`config.mk`:
```
export PLATFORM = sky130hd
export DESIGN_NAME = uart_tx_mmio_flat
export DESIGN_NICKNAME = d
export VERILOG_FILES = /design/src/rtl/uart_tx_mmio_if.sv /design/src/rtl/uart_tx_mmio.sv /design/src/flat_wrapper.sv
export SDC_FILE = /design/constraint.sdc
export NUM_CORES = 1
export LEC_CHECK = 0
export CORE_MARGIN = 3
export CORE_UTILIZATION = 50
export CTS_CLUSTER_DIAMETER = 30
export DETAILED_ROUTE_END_ITERATION = 6
export PLACE_DENSITY_LB_ADDON = 0.1
export SYNTH_ARGS = -nofsm -noshare
export SYNTH_HDL_FRONTEND = slang
export SYNTH_SLANG_ARGS = --single-unit
```
`constraint.sdc`:
```
create_clock -name clk -period 2.2 [get_ports clk]
set_input_delay 0.44 -clock clk [delete_from_list [all_inputs] [get_ports clk]]
set_output_delay 0.44 -clock clk [all_outputs]
set_load 0.005 [all_outputs]
```
`src/rtl/uart_tx_mmio_if.sv`:
```
//------------------------------------------------------------------------------
// Module   : uart_tx_mmio_if
// Brief    : Bus-side bundle between the RV32I data-bus decoder and the
//            memory-mapped UART transmitter.
// Signals  : cs_uart_n  - chip select, active low
//            uart_write - 1 = store, 0 = load (qualified by cs_uart_n)
//            uart_addr  - byte offset, [3:2] selects the register
//            uart_wdata - store data
//            uart_rdata - registered load data
// Revision : 1.0 - initial release
//------------------------------------------------------------------------------
`default_nettype none

interface uart_tx_mmio_if;
    logic        cs_uart_n;
    logic        uart_write;
    logic [3:0]  uart_addr;
    logic [31:0] uart_wdata;
    logic [31:0] uart_rdata;

    // Bus master side (CPU / decoder)
    modport master (
        output cs_uart_n,
        output uart_write,
        output uart_addr,
        output uart_wdata,
        input  uart_rdata
    );

    // Peripheral side (UART transmitter)
    modport slave (
        input  cs_uart_n,
        input  uart_write,
        input  uart_addr,
        input  uart_wdata,
        output uart_rdata
    );
endinterface

`default_nettype wire

```
`src/rtl/uart_tx_mmio.sv`:
```
//------------------------------------------------------------------------------
// Module   : uart_tx_mmio
// Brief    : Memory-mapped 8N1 UART transmitter with an N-entry TX FIFO.
//            CPU stores to TXDATA are queued; an FSM pops bytes and shifts
//            them out LSB first on uart_txd.
// Ports    : clk       - system clock
//            reset     - synchronous, active-high reset
//            bus       - uart_tx_mmio_if.slave (chip select, write strobe,
//                        address, write data, registered read data)
//            uart_txd  - serial output, idle high, driven from a flop
// Registers: 0x0 TXDATA  W: push wdata[7:0]          R: 0
//            0x4 STATUS  R: {24'b0, count[3:0], overflow, busy, empty, full}
//                        W: wdata[3]=1 clears overflow
//            0x8 BAUDDIV R/W bits [15:0], writes below 2 stored as 2
//            0xC         R: 0, writes ignored
// Revision : 1.0 - initial release
//------------------------------------------------------------------------------
`default_nettype none

module uart_tx_mmio #(
    parameter int CLOCK_FREQ  = 125_000_000,
    parameter int BAUD_RATE   = 115_200,
    parameter int DEFAULT_DIV = CLOCK_FREQ / BAUD_RATE,
    parameter int FIFO_DEPTH  = 8
) (
    input  wire logic     clk,
    input  wire logic     reset,
    uart_tx_mmio_if.slave bus,
    output logic          uart_txd
);

    //--------------------------------------------------------------------------
    // Constants
    //--------------------------------------------------------------------------
    localparam int c_PTR_W = $clog2(FIFO_DEPTH);
    localparam int c_CNT_W = c_PTR_W + 1;

    localparam logic [c_PTR_W-1:0] c_PTR_ONE   = 1;
    localparam logic [c_CNT_W-1:0] c_CNT_ONE   = 1;
    localparam logic [c_CNT_W-1:0] c_DEPTH_CNT = FIFO_DEPTH[c_CNT_W-1:0];
    localparam logic [15:0]        c_DIV_ONE   = 16'd1;
    localparam logic [15:0]        c_DIV_MIN   = 16'd2;
    localparam logic [15:0]        c_RST_DIV   = (DEFAULT_DIV < 2) ? 16'd2
                                                                  : DEFAULT_DIV[15:0];

    localparam logic [1:0] c_REG_TXDATA  = 2'd0;
    localparam logic [1:0] c_REG_STATUS  = 2'd1;
    localparam logic [1:0] c_REG_BAUDDIV = 2'd2;

    typedef enum logic [1:0] {
        S_IDLE  = 2'd0,
        S_START = 2'd1,
        S_DATA  = 2'd2,
        S_STOP  = 2'd3
    } state_t;

    //--------------------------------------------------------------------------
    // Registers
    //--------------------------------------------------------------------------
    logic [7:0]         r_mem [FIFO_DEPTH];
    logic [c_PTR_W-1:0] r_wptr;
    logic [c_PTR_W-1:0] r_rptr;
    logic [c_CNT_W-1:0] r_count;
    logic               r_overflow;
    logic [15:0]        r_div;
    logic [31:0]        r_rdata;

    state_t             r_state;
    logic [7:0]         r_shift;     // byte being sent, shifted right per bit
    logic [2:0]         r_bit_idx;
    logic [15:0]        r_bit_cnt;   // counts latched divisor-1 down to 0
    logic [15:0]        r_cur_div;   // divisor latched at frame start
    logic               r_txd;

    //--------------------------------------------------------------------------
    // Bus decode
    //--------------------------------------------------------------------------
    logic        w_access;
    logic        w_wr;
    logic        w_rd;
    logic [1:0]  w_sel;
    logic        w_push_req;
    logic        w_push;
    logic        w_pop;
    logic        w_empty;
    logic        w_full;
    logic        w_busy;
    logic        w_ovf_set;
    logic        w_ovf_clr;
    logic        w_div_wr;
    logic        w_bit_done;
    logic [3:0]  w_count4;
    logic [31:0] w_status;
    logic        w_unused;

    assign w_access   = ~bus.cs_uart_n;
    assign w_wr       = w_access &  bus.uart_write;
    assign w_rd       = w_access & ~bus.uart_write;
    assign w_sel      = bus.uart_addr[3:2];

    assign w_empty    = (r_count == '0);
    assign w_full     = (r_count == c_DEPTH_CNT);
    assign w_busy     = (r_state != S_IDLE);

    // The FSM only looks at the registered count, so a byte pushed into an
    // empty FIFO is first seen by the FSM one cycle later.
    assign w_pop      = (r_state == S_IDLE) && !w_empty;

    // A push into a full FIFO is still accepted when the head leaves in the
    // same cycle; otherwise the byte is lost and overflow is flagged.
    assign w_push_req = w_wr && (w_sel == c_REG_TXDATA);
    assign w_push     = w_push_req && (!w_full || w_pop);
    assign w_ovf_set  = w_push_req && !w_push;
    assign w_ovf_clr  = w_wr && (w_sel == c_REG_STATUS) && bus.uart_wdata[3];
    assign w_div_wr   = w_wr && (w_sel == c_REG_BAUDDIV);

    assign w_bit_done = (r_bit_cnt == '0);

    // STATUS carries a 4-bit count field regardless of FIFO depth.
    generate
        if (c_CNT_W >= 4) begin : g_cnt_trunc
            assign w_count4 = r_count[3:0];
        end else begin : g_cnt_pad
            assign w_count4 = {{(4 - c_CNT_W){1'b0}}, r_count};
        end
    endgenerate

    assign w_status = {24'b0, w_count4, r_overflow, w_busy, w_empty, w_full};

    // Address bits [1:0] and the upper store-data bits carry no meaning here.
    assign w_unused = &{1'b0, bus.uart_addr[1:0], bus.uart_wdata[31:16]};

    //--------------------------------------------------------------------------
    // FIFO storage (no reset needed: contents are only read when count > 0)
    //--------------------------------------------------------------------------
    always_ff @(posedge clk) begin
        if (w_push) begin
            r_mem[r_wptr] <= bus.uart_wdata[7:0];
        end
    end

    //--------------------------------------------------------------------------
    // FIFO pointers and occupancy
    //--------------------------------------------------------------------------
    always_ff @(posedge clk) begin
        if (reset) begin
            r_wptr  <= '0;
            r_rptr  <= '0;
            r_count <= '0;
        end else begin
            if (w_push) begin
                r_wptr <= r_wptr + c_PTR_ONE;
            end
            if (w_pop) begin
                r_rptr <= r_rptr + c_PTR_ONE;
            end
            case ({w_push, w_pop})
                2'b10:   r_count <= r_count + c_CNT_ONE;
                2'b01:   r_count <= r_count - c_CNT_ONE;
                default: r_count <= r_count;
            endcase
        end
    end

    //--------------------------------------------------------------------------
    // Control registers and registered read data
    //--------------------------------------------------------------------------
    always_ff @(posedge clk) begin
        if (reset) begin
            r_overflow <= 1'b0;
            r_div      <= c_RST_DIV;
            r_rdata    <= '0;
        end else begin
            // A new overflow takes priority over a clear in the same cycle.
            if (w_ovf_set) begin
                r_overflow <= 1'b1;
            end else if (w_ovf_clr) begin
                r_overflow <= 1'b0;
            end

            if (w_div_wr) begin
                r_div <= (bus.uart_wdata[15:0] < c_DIV_MIN) ? c_DIV_MIN
                                                            : bus.uart_wdata[15:0];
            end

            if (w_rd) begin
                case (w_sel)
                    c_REG_STATUS:  r_rdata <= w_status;
                    c_REG_BAUDDIV: r_rdata <= {16'b0, r_div};
                    default:       r_rdata <= '0;
                endcase
            end
        end
    end

    assign bus.uart_rdata = r_rdata;

    //--------------------------------------------------------------------------
    // Transmit FSM: START, 8 DATA bits LSB first, STOP, each lasting exactly
    // r_cur_div clocks. Returning to IDLE after STOP costs one clock before
    // the next start bit, giving a single idle clock between frames.
    //--------------------------------------------------------------------------
    always_ff @(posedge clk) begin
        if (reset) begin
            r_state   <= S_IDLE;
            r_shift   <= '0;
            r_bit_idx <= '0;
            r_bit_cnt <= '0;
            r_cur_div <= c_RST_DIV;
            r_txd     <= 1'b1;
        end else begin
            case (r_state)
                S_IDLE: begin
                    r_txd <= 1'b1;
                    if (w_pop) begin
                        r_shift   <= r_mem[r_rptr];
                        r_cur_div <= r_div;
                        r_bit_cnt <= r_div - c_DIV_ONE;
                        r_txd     <= 1'b0;
                        r_state   <= S_START;
                    end
                end

                S_START: begin
                    if (w_bit_done) begin
                        r_bit_idx <= 3'd0;
                        r_bit_cnt <= r_cur_div - c_DIV_ONE;
                        r_txd     <= r_shift[0];
                        r_state   <= S_DATA;
                    end else begin
                        r_bit_cnt <= r_bit_cnt - c_DIV_ONE;
                    end
                end

                S_DATA: begin
                    if (w_bit_done) begin
                        r_bit_cnt <= r_cur_div - c_DIV_ONE;
                        if (r_bit_idx == 3'd7) begin
                            r_txd   <= 1'b1;
                            r_state <= S_STOP;
                        end else begin
                            // Next bit is already sitting at [1] before the shift.
                            r_bit_idx <= r_bit_idx + 3'd1;
                            r_txd     <= r_shift[1];
                            r_shift   <= {1'b0, r_shift[7:1]};
                        end
                    end else begin
                        r_bit_cnt <= r_bit_cnt - c_DIV_ONE;
                    end
                end

                S_STOP: begin
                    r_txd <= 1'b1;
                    if (w_bit_done) begin
                        r_state <= S_IDLE;
                    end else begin
                        r_bit_cnt <= r_bit_cnt - c_DIV_ONE;
                    end
                end

                default: begin
                    r_state <= S_IDLE;
                    r_txd   <= 1'b1;
                end
            endcase
        end
    end

    assign uart_txd = r_txd;

endmodule

`default_nettype wire

```
`src/flat_wrapper.sv`:
```
// flat-port wrapper written by rule: the top's interface ports become plain ports
module uart_tx_mmio_flat 
#(
    parameter int CLOCK_FREQ  = 125_000_000,
    parameter int BAUD_RATE   = 115_200,
    parameter int DEFAULT_DIV = CLOCK_FREQ / BAUD_RATE,
    parameter int FIFO_DEPTH  = 8
)
  (clk, reset, uart_txd, bus_cs_uart_n, bus_uart_write, bus_uart_addr, bus_uart_wdata, bus_uart_rdata);
  uart_tx_mmio_if bus_i ();
  input  wire logic clk;
  input  wire logic reset;
  output logic uart_txd;
  input wire logic [$bits(bus_i.cs_uart_n)-1:0] bus_cs_uart_n;
  input wire logic [$bits(bus_i.uart_write)-1:0] bus_uart_write;
  input wire logic [$bits(bus_i.uart_addr)-1:0] bus_uart_addr;
  input wire logic [$bits(bus_i.uart_wdata)-1:0] bus_uart_wdata;
  output wire logic [$bits(bus_i.uart_rdata)-1:0] bus_uart_rdata;
  assign bus_i.cs_uart_n = bus_cs_uart_n;
  assign bus_i.uart_write = bus_uart_write;
  assign bus_i.uart_addr = bus_uart_addr;
  assign bus_i.uart_wdata = bus_uart_wdata;
  assign bus_uart_rdata = bus_i.uart_rdata;
  uart_tx_mmio #(.CLOCK_FREQ(CLOCK_FREQ), .BAUD_RATE(BAUD_RATE), .DEFAULT_DIV(DEFAULT_DIV), .FIFO_DEPTH(FIFO_DEPTH)) u_core (.clk(clk), .reset(reset), .bus(bus_i), .uart_txd(uart_txd));
endmodule
```
==> metrics.csv, run 1 <==
metric,value,unit
register area share after synthesis,0.492,
post-synthesis cell type count,74,
DRC,0,
I/O Buffers,38,
cells after synthesis,764,
CP startpoint,u_core.r_cur_div[0]$_SDFFE_PP1P_,
GP Congestion,0.873,
pwr/cell area,1230,nW/um^2
ANT cells,0,
Hold Path Class,reg2reg,
maxcap violations,0,
RR Endpoint,u_core.r_bit_cnt[12]$_SDFFE_PP0P_,
Tmin final,2230,ps
synthesized flop and latch total,156,
drt first pass iters,7,
Yosys warning count,0,
max-slew violations,0,
Crit Path Category,reg2reg,
initial antenna violation count,0,
Placement Rows,44,
CTS tree,built,
Fin Clk Skew,8.23,ps
CP startpoint kind,register,
Worst Setup End Kind,register,
largest net degree at the start of global routing,33,
Initial DRC Count,509,
VDD IR max,0.000791,V
Slew @ Worst Pin,594,ps
status,"finished, violations left",
total number of vias,6140,
Horiz. Die Dim,130,um
H-tree Lvls,4,
critical path's top delay family,simple AND/OR/NAND/NOR gates,
Crit path depth,8,
Max stage delay on crit path,460,ps
drt wl/cell,17.7,um
RSZ-0062 raised after global routing,yes,
CP Max Fanout,2,
reg2reg start,u_core.r_cur_div[0]$_SDFFE_PP1P_,
mapped cell area,7650,um^2
Worst R2R Path Depth,8,
CTS Buf Count,17,
Clock Latency Late Sink,430,ps
Initial Utilization,0.518,
Post-Route Utilization,0.654,
fin cells,1088,
slowest CP cell,or4b_4,
"Remaining Overflow, GRT",0,
WP data required,2570,ps
Die Height,130,um
Root Driver,clkbuf_16,
Worst slew margin,0.603,
Worst-path clk slew,70,ps
r2r setup slk,-30,ps
# clock sinks,156,
Post-synth EDFFs,64,
leakage power total,3.65,nW
fraction of registers with async set/reset,0,
Final nets,949,
fmax,449,MHz
Area Growth Syn to Fin,26.2,%
final wirelength,19200,um
final worst setup slack,-29.6,ps
post-route ant nets,0,
I/O pins,73,
Final Hold Viols,0,
Avg Inst Size Synth,10.0,um^2
Critical Path AT,2600,ps
die area,16800,um^2
Worst Path Buf+Inv,1,
Setup crit end,u_core.r_bit_cnt[12]$_SDFFE_PP0P_,
dpl hpwl,13700,um
CORE AREA,14800,um^2
layout cells sized above 1,0.240,
vias in the first global route,6014,
failing checks,negative setup slack,
largest buffer count on any clock path,2,
GRT Util Overall,0.237,
mean number of vias per cell,5.64,
critical path cell sequence,"inv_2, ha_4, or4b_4, or2_4, or4_4, xor2_2, o221ai_2, o2111a_1",
first-pass GRT wire length,30900,um
Placed Cells incl. Taps,1046,
period utilization,1.01,
count of final setup violators,1,
main flop type after synthesis,dfxtp_1,
[cell usage in the layout, fill, tap and decap left out, drive strengths merged, types with 5 or more instances in the layout]
cell type	netlist	final
buf	28	119
nand2	114	114
dfxtp	92	92
nor2	69	69
edfxtp	64	64
a21oi	52	52
clkdlybuf4s50	0	37
nand3	30	30
inv	19	27
o21ai	25	25
mux2i	21	21
xor2	21	21
xnor2	18	18
clkbuf	34	18
ha	17	17
nor3	17	17
mux4	16	16
conb	1	16
nor4	15	15
a22oi	14	14
or4	12	12
a31oi	7	7
a22o	5	5
[synthesized netlist by cell type, types with 4 or more instances]
master | number | share of area
nand2_1 | 114 | 0.056
dfxtp_1 | 92 | 0.24
nor2_1 | 69 | 0.034
edfxtp_1 | 64 | 0.25
a21oi_1 | 51 | 0.033
clkbuf_1 | 31 | 0.015
nand3_1 | 30 | 0.020
o21ai_0 | 23 | 0.015
mux2i_1 | 21 | 0.027
xor2_1 | 21 | 0.024
inv_1 | 19 | 0.0093
xnor2_1 | 18 | 0.021
ha_1 | 17 | 0.028
buf_4 | 16 | 0.016
mux4_2 | 16 | 0.047
nor3_1 | 16 | 0.010
a22oi_1 | 14 | 0.014
nor4_1 | 14 | 0.011
or4_1 | 10 | 0.0098
a31oi_1 | 7 | 0.0057
buf_6 | 6 | 0.0088
a22o_1 | 5 | 0.0057
nand2b_1 | 4 | 0.0033
o21a_1 | 4 | 0.0039
or3_1 | 4 | 0.0033
[worst min-delay path by stage]
stage                                                 startpoint                                endpoint  slack (ps)  depth (start not counted)
final                     u_core.bus.uart_rdata[10]$_SDFFE_PP0P_  u_core.bus.uart_rdata[10]$_SDFFE_PP0P_         450                          2
after global routing                                       reset        u_core.r_bit_idx[1]$_SDFFE_PP0P_         470                          2
after CTS                 u_core.bus.uart_rdata[10]$_SDFFE_PP0P_  u_core.bus.uart_rdata[10]$_SDFFE_PP0P_         450                          2
after detailed placement  u_core.bus.uart_rdata[10]$_SDFFE_PP0P_  u_core.bus.uart_rdata[10]$_SDFFE_PP0P_         450                          2
after global placement    u_core.bus.uart_rdata[12]$_SDFFE_PP0P_  u_core.bus.uart_rdata[12]$_SDFFE_PP0P_         440                          2
after floorplan                u_core.r_cur_div[15]$_SDFFE_PP0P_       u_core.r_cur_div[15]$_SDFFE_PP0P_         450                          2
[worst register-to-register path: stages, from the launching register on]
cell and delay [ps]:
dfxtp_2 320, inv_2 80, ha_4 140, or4b_4 460, or2_4 250, or4_4 430, xor2_2 160, o221ai_2 150
o2111a_1 190
[routing by layer]
metal | global-route usage | part of all wire | vias up | wire length, um
met2 | 0.376 | 0.47 | 220 | 9020
li1 | - | - | 2977 | -
met1 | 0.331 | 0.46 | 2912 | 8750
met3 | 0.0438 | 0.054 | 31 | 1040
met5 | 0 | 0 | - | 0
met4 | 0.0819 | 0.021 | 0 | 411
[cells by family after synthesis]
logic type,count (synthesis),synth area share
flops,156,0.492
xor+xnor,39,0.0447
other cells,1,0.000490
fa+ha+maj,18,0.0304
mux,38,0.0761
compound gates,141,0.119
simple gates,289,0.180
buf+inv,82,0.0572
[report_power, final]
| part | total (mW) | leakage [nW] | switching (mW) | internal [mW] |
|---|---|---|---|---|
| registers | 3.67 | 1.33 | 0.309 | 3.36 |
| clock network | 2.99 | 0.297 | 1.27 | 1.72 |
| logic | 5.26 | 2.02 | 2.77 | 2.49 |
[cell type report]
class,count,area (um^2)
fillers,1168,5100
flip-flops and latches,156,3770
multi-input cells,541,3690
repair buffers,156,1290
clock buffers,18,429
well taps,184,230
clock inverters,14,174
inverters,19,71.3
[per-stage QoR]
stage	setup TNS (ps)	setup slack [ps]	hold WS [ps]	total power, mW	instance area, um^2
2_1_floorplan	-5.92	-5.92	448	6.74	7710
3_3_place_gp	-4150	-340	445	8.33	8790
3_5_place_dp	-6820	-394	445	8.45	8790
4_1_cts	-53.4	-34.7	454	11.6	9500
5_1_grt	-182	-94.6	472	12.6	9660
6_report	-29.6	-29.6	452	11.9	9660
[flip-flops by register name, indices dropped and copies added (netlist names), named ones only]
register               cells
u_core.r_state             2
u_core.r_shift             8
u_core.r_count             4
u_core.r_overflow          1
u_core.r_bit_idx           3
u_core.r_cur_div          16
u_core.r_wptr              3
u_core.r_bit_cnt          16
u_core.uart_txd            1
u_core.r_div              16
u_core.r_mem              64
u_core.r_rptr              3
u_core.bus.uart_rdata     16
[timing repair]
item | in CTS | in global routing
buffers inserted | 11 | 1
endpoints found under the setup margin | 10 | 24
gates resized for setup | 9 | 31
hold buffers | 0 | 0
pin swaps | 3 | 10
(Power assumes the default switching activity.)
==> run 2: changes to the inputs <==
--- a/config.mk
+++ b/config.mk
@@ -5,6 +5,7 @@
 export SDC_FILE = /design/constraint.sdc
 export NUM_CORES = 1
 export LEC_CHECK = 0
+export CORE_ASPECT_RATIO = 0.75
 export CORE_MARGIN = 3
 export CORE_UTILIZATION = 50
 export CTS_CLUSTER_DIAMETER = 30
==> run 2 against run 1 <==
Effect of this change: the run still ends with negative setup slack left; total power down 3.0%; utilization fell by 0.75 points; sequential power about the same; hold slack got worse by 57 ps; die area about the same; clock skew is 1.7 ps higher; wire length increased by 1.7%; sequential share of layout area is 0.49 points higher; setup slack lost 19 ps; first-iteration DRC count rose by 12%; flip-flop and latch count unchanged; via count up 1.6%; largest cell class unchanged; largest power group unchanged.
==> metrics.csv, run 2 (synthesis gave the netlist of run 1 again) <==
metric,value,unit,change
Post-Route Utilization,0.647,,-0.00748
# clock sinks,156,,unchanged
fmax,445,MHz,-0.83%
I/O pins,73,,unchanged
I/O Buffers,38,,unchanged
Die Height,113,um,-13%
CORE AREA,14700,um^2,-0.10%
CP startpoint,u_core.r_cur_div[0]$_SDFFE_PP1P_,,
first-pass GRT wire length,31700,um,+2.7%
Crit Path Category,reg2reg,,
Clock Power Share,0.247,,-0.004
Multi-input gate area,3630,um^2,-1.8%
"most common cell after layout, fill and taps aside",nand2_1,,
WP data required,2570,ps,about the same
final wirelength,19500,um,+1.7%
Root Driver,clkbuf_16,,
largest buffer count on any clock path,2,,unchanged
die area,16800,um^2,about the same
"Remaining Overflow, GRT",0,,unchanged
Reg power frac,0.320,,+0.012
startpoint of the worst hold path,reset,,
Worst R2R Path Depth,8,,unchanged
Setup crit end,u_core.r_bit_cnt[12]$_SDFFE_PP0P_,,
largest net degree at the start of global routing,54,,+64%
mean number of vias per cell,5.70,,+1.0%
leakage power total,3.60,nW,-1.2%
Seq. cell area,3770,um^2,unchanged
Logic pwr share,0.432,,-0.010
met3 usage,0.0492,,+0.00544
GP Congestion,0.891,,+2.1%
post-route ant nets,0,,unchanged
Worst-path clk slew,70,ps,about the same
CTS Buf Count,17,,unchanged
H-tree Lvls,4,,unchanged
failing checks,negative setup slack,,
Initial Utilization,0.519,,+0.000528
CTS tree,built,,
Fillers,1206,,+3.3%
Placement Rows,38,,-14%
NetSw,4.21,mW,-3.2%
max reg flops,64,,unchanged
total number of vias,6241,,+1.6%
Clock Latency Late Sink,420,ps,about the same
CP startpoint kind,register,,
final worst setup slack,-48.3,ps,-18.7 ps
CP Max Fanout,4,,+2
drt wl/cell,17.8,um,+1.0%
reg2reg start,u_core.r_cur_div[0]$_SDFFE_PP1P_,,
ANT cells,0,,unchanged
"commonest cells after routing, fill and taps aside","112 x nand2_1, 106 x buf_4, 89 x dfxtp_1, 69 x nor2_1, 64 x edfxtp_1",,
Worst Setup End Kind,register,,
RSZ-0062 raised after global routing,yes,,
count of final setup violators,1,,unchanged
Final nets,940,,-0.95%
Pint,7.35,mW,-2.8%
VDD IR max,0.000832,V,+5.2%
setup TNS,-48.3,ps,-18.7 ps
Initial DRC Count,569,,+12%
period utilization,1.02,,+0.00852
met1 Use GR,0.365,,+0.0340
pwr/cell area,1210,nW/um^2,-1.8%
most used routing layer,met1,,
drt first pass iters,5,,-2
Worst slew margin,0.546,,-0.0570
layout cells sized above 1,0.226,,-0.0143
DRC,0,,unchanged
Tmin final,2250,ps,+18.7 ps
max-slew violations,0,,unchanged
initial antenna violation count,0,,unchanged
Overall Power,11.6,mW,-3.0%
vias in the first global route,6053,,+0.65%
Critical Path AT,2620,ps,+20 ps
dpl hpwl,14200,um,+3.5%
Hold Path Class,in2reg,,
Area Growth Syn to Fin,24.6,%,
GRT Util Overall,0.240,,+0.00247
status,"finished, violations left",,
Slew @ Worst Pin,681,ps,+86.4 ps
switch share,0.364,,-0.000863
"Most flops, register",u_core.r_mem,,
Final Hold Viols,0,,unchanged
r2r setup slk,-50,ps,-20 ps
RR Endpoint,u_core.r_bit_cnt[12]$_SDFFE_PP0P_,,
Fin Clk Skew,9.98,ps,+1.75 ps
met2 usage,0.352,,-0.0241
Horiz. Die Dim,149,um,+15%
maxcap violations,0,,unchanged
[run 2: per-layer routing]
metal  vias to the layer above  share of wire  wire (um)
li1                       2960              -          -
met1                      3011           0.48       9460
met2                       246           0.43       8490
met3                        24          0.069       1350
met4                         0          0.012        242
met5                         -              0          0
[run 2: power groups by stage]
stage,clock network [mW],logic [mW],registers (mW)
global placement,0,4.68,3.71
global route,3.04,5.50,3.74
detailed placement,0,4.75,3.73
finish,2.86,5.00,3.70
floorplan,0,3.09,3.66
CTS,2.91,4.81,3.67
[run 2: worst min path at each step]
stage                                              to  slack, ps  cells after the start
2_1_floorplan       u_core.r_cur_div[15]$_SDFFE_PP0P_        450                      2
3_3_place_gp   u_core.bus.uart_rdata[12]$_SDFFE_PP0P_        440                      2
3_5_place_dp   u_core.bus.uart_rdata[12]$_SDFFE_PP0P_        440                      2
4_1_cts                 u_core.r_div[10]$_SDFFE_PP1P_        380                      3
5_1_grt                 u_core.r_div[10]$_SDFFE_PP1P_        430                      3
6_report                u_core.r_div[10]$_SDFFE_PP1P_        400                      3
[run 2: area by class of cell]
type | count | share of cell area
clock buffers | 20 | 0.0513
well taps | 200 | 0.0262
inverters | 19 | 0.00748
flip-flops and latches | 156 | 0.395
clock inverters | 12 | 0.00997
multi-input cells | 541 | 0.381
repair buffers | 147 | 0.129
[run 2: critical path: stages, from the launching register on]
cell,delay (ps)
dfxtp_2,320
inv_2,80
ha_4,150
or4b_4,480
or2_4,250
or4_4,410
xor2_1,160
o221ai_2,160
o2111a_1,190
[run 2: per-stage QoR]
stage	cell area, um^2	setup WS, ps	cells	hold WS (ps)
6_report	9540	-48.3	1095	395
5_1_grt	9540	-134	1095	431
4_1_cts	9440	-55.9	1094	378
3_5_place_dp	8820	-419	1062	443
3_3_place_gp	8820	-356	1062	441
2_1_floorplan	7710	-5.92	779	448
[run 2: timing repair]
action	4_1_cts	5_1_grt
pin swaps	1	7
gates cloned	0	0
endpoints found under the setup margin	14	21
hold buffers	0	0
gates resized for setup	7	26
hold endpoints to repair	0	0
setup buffers	0	1
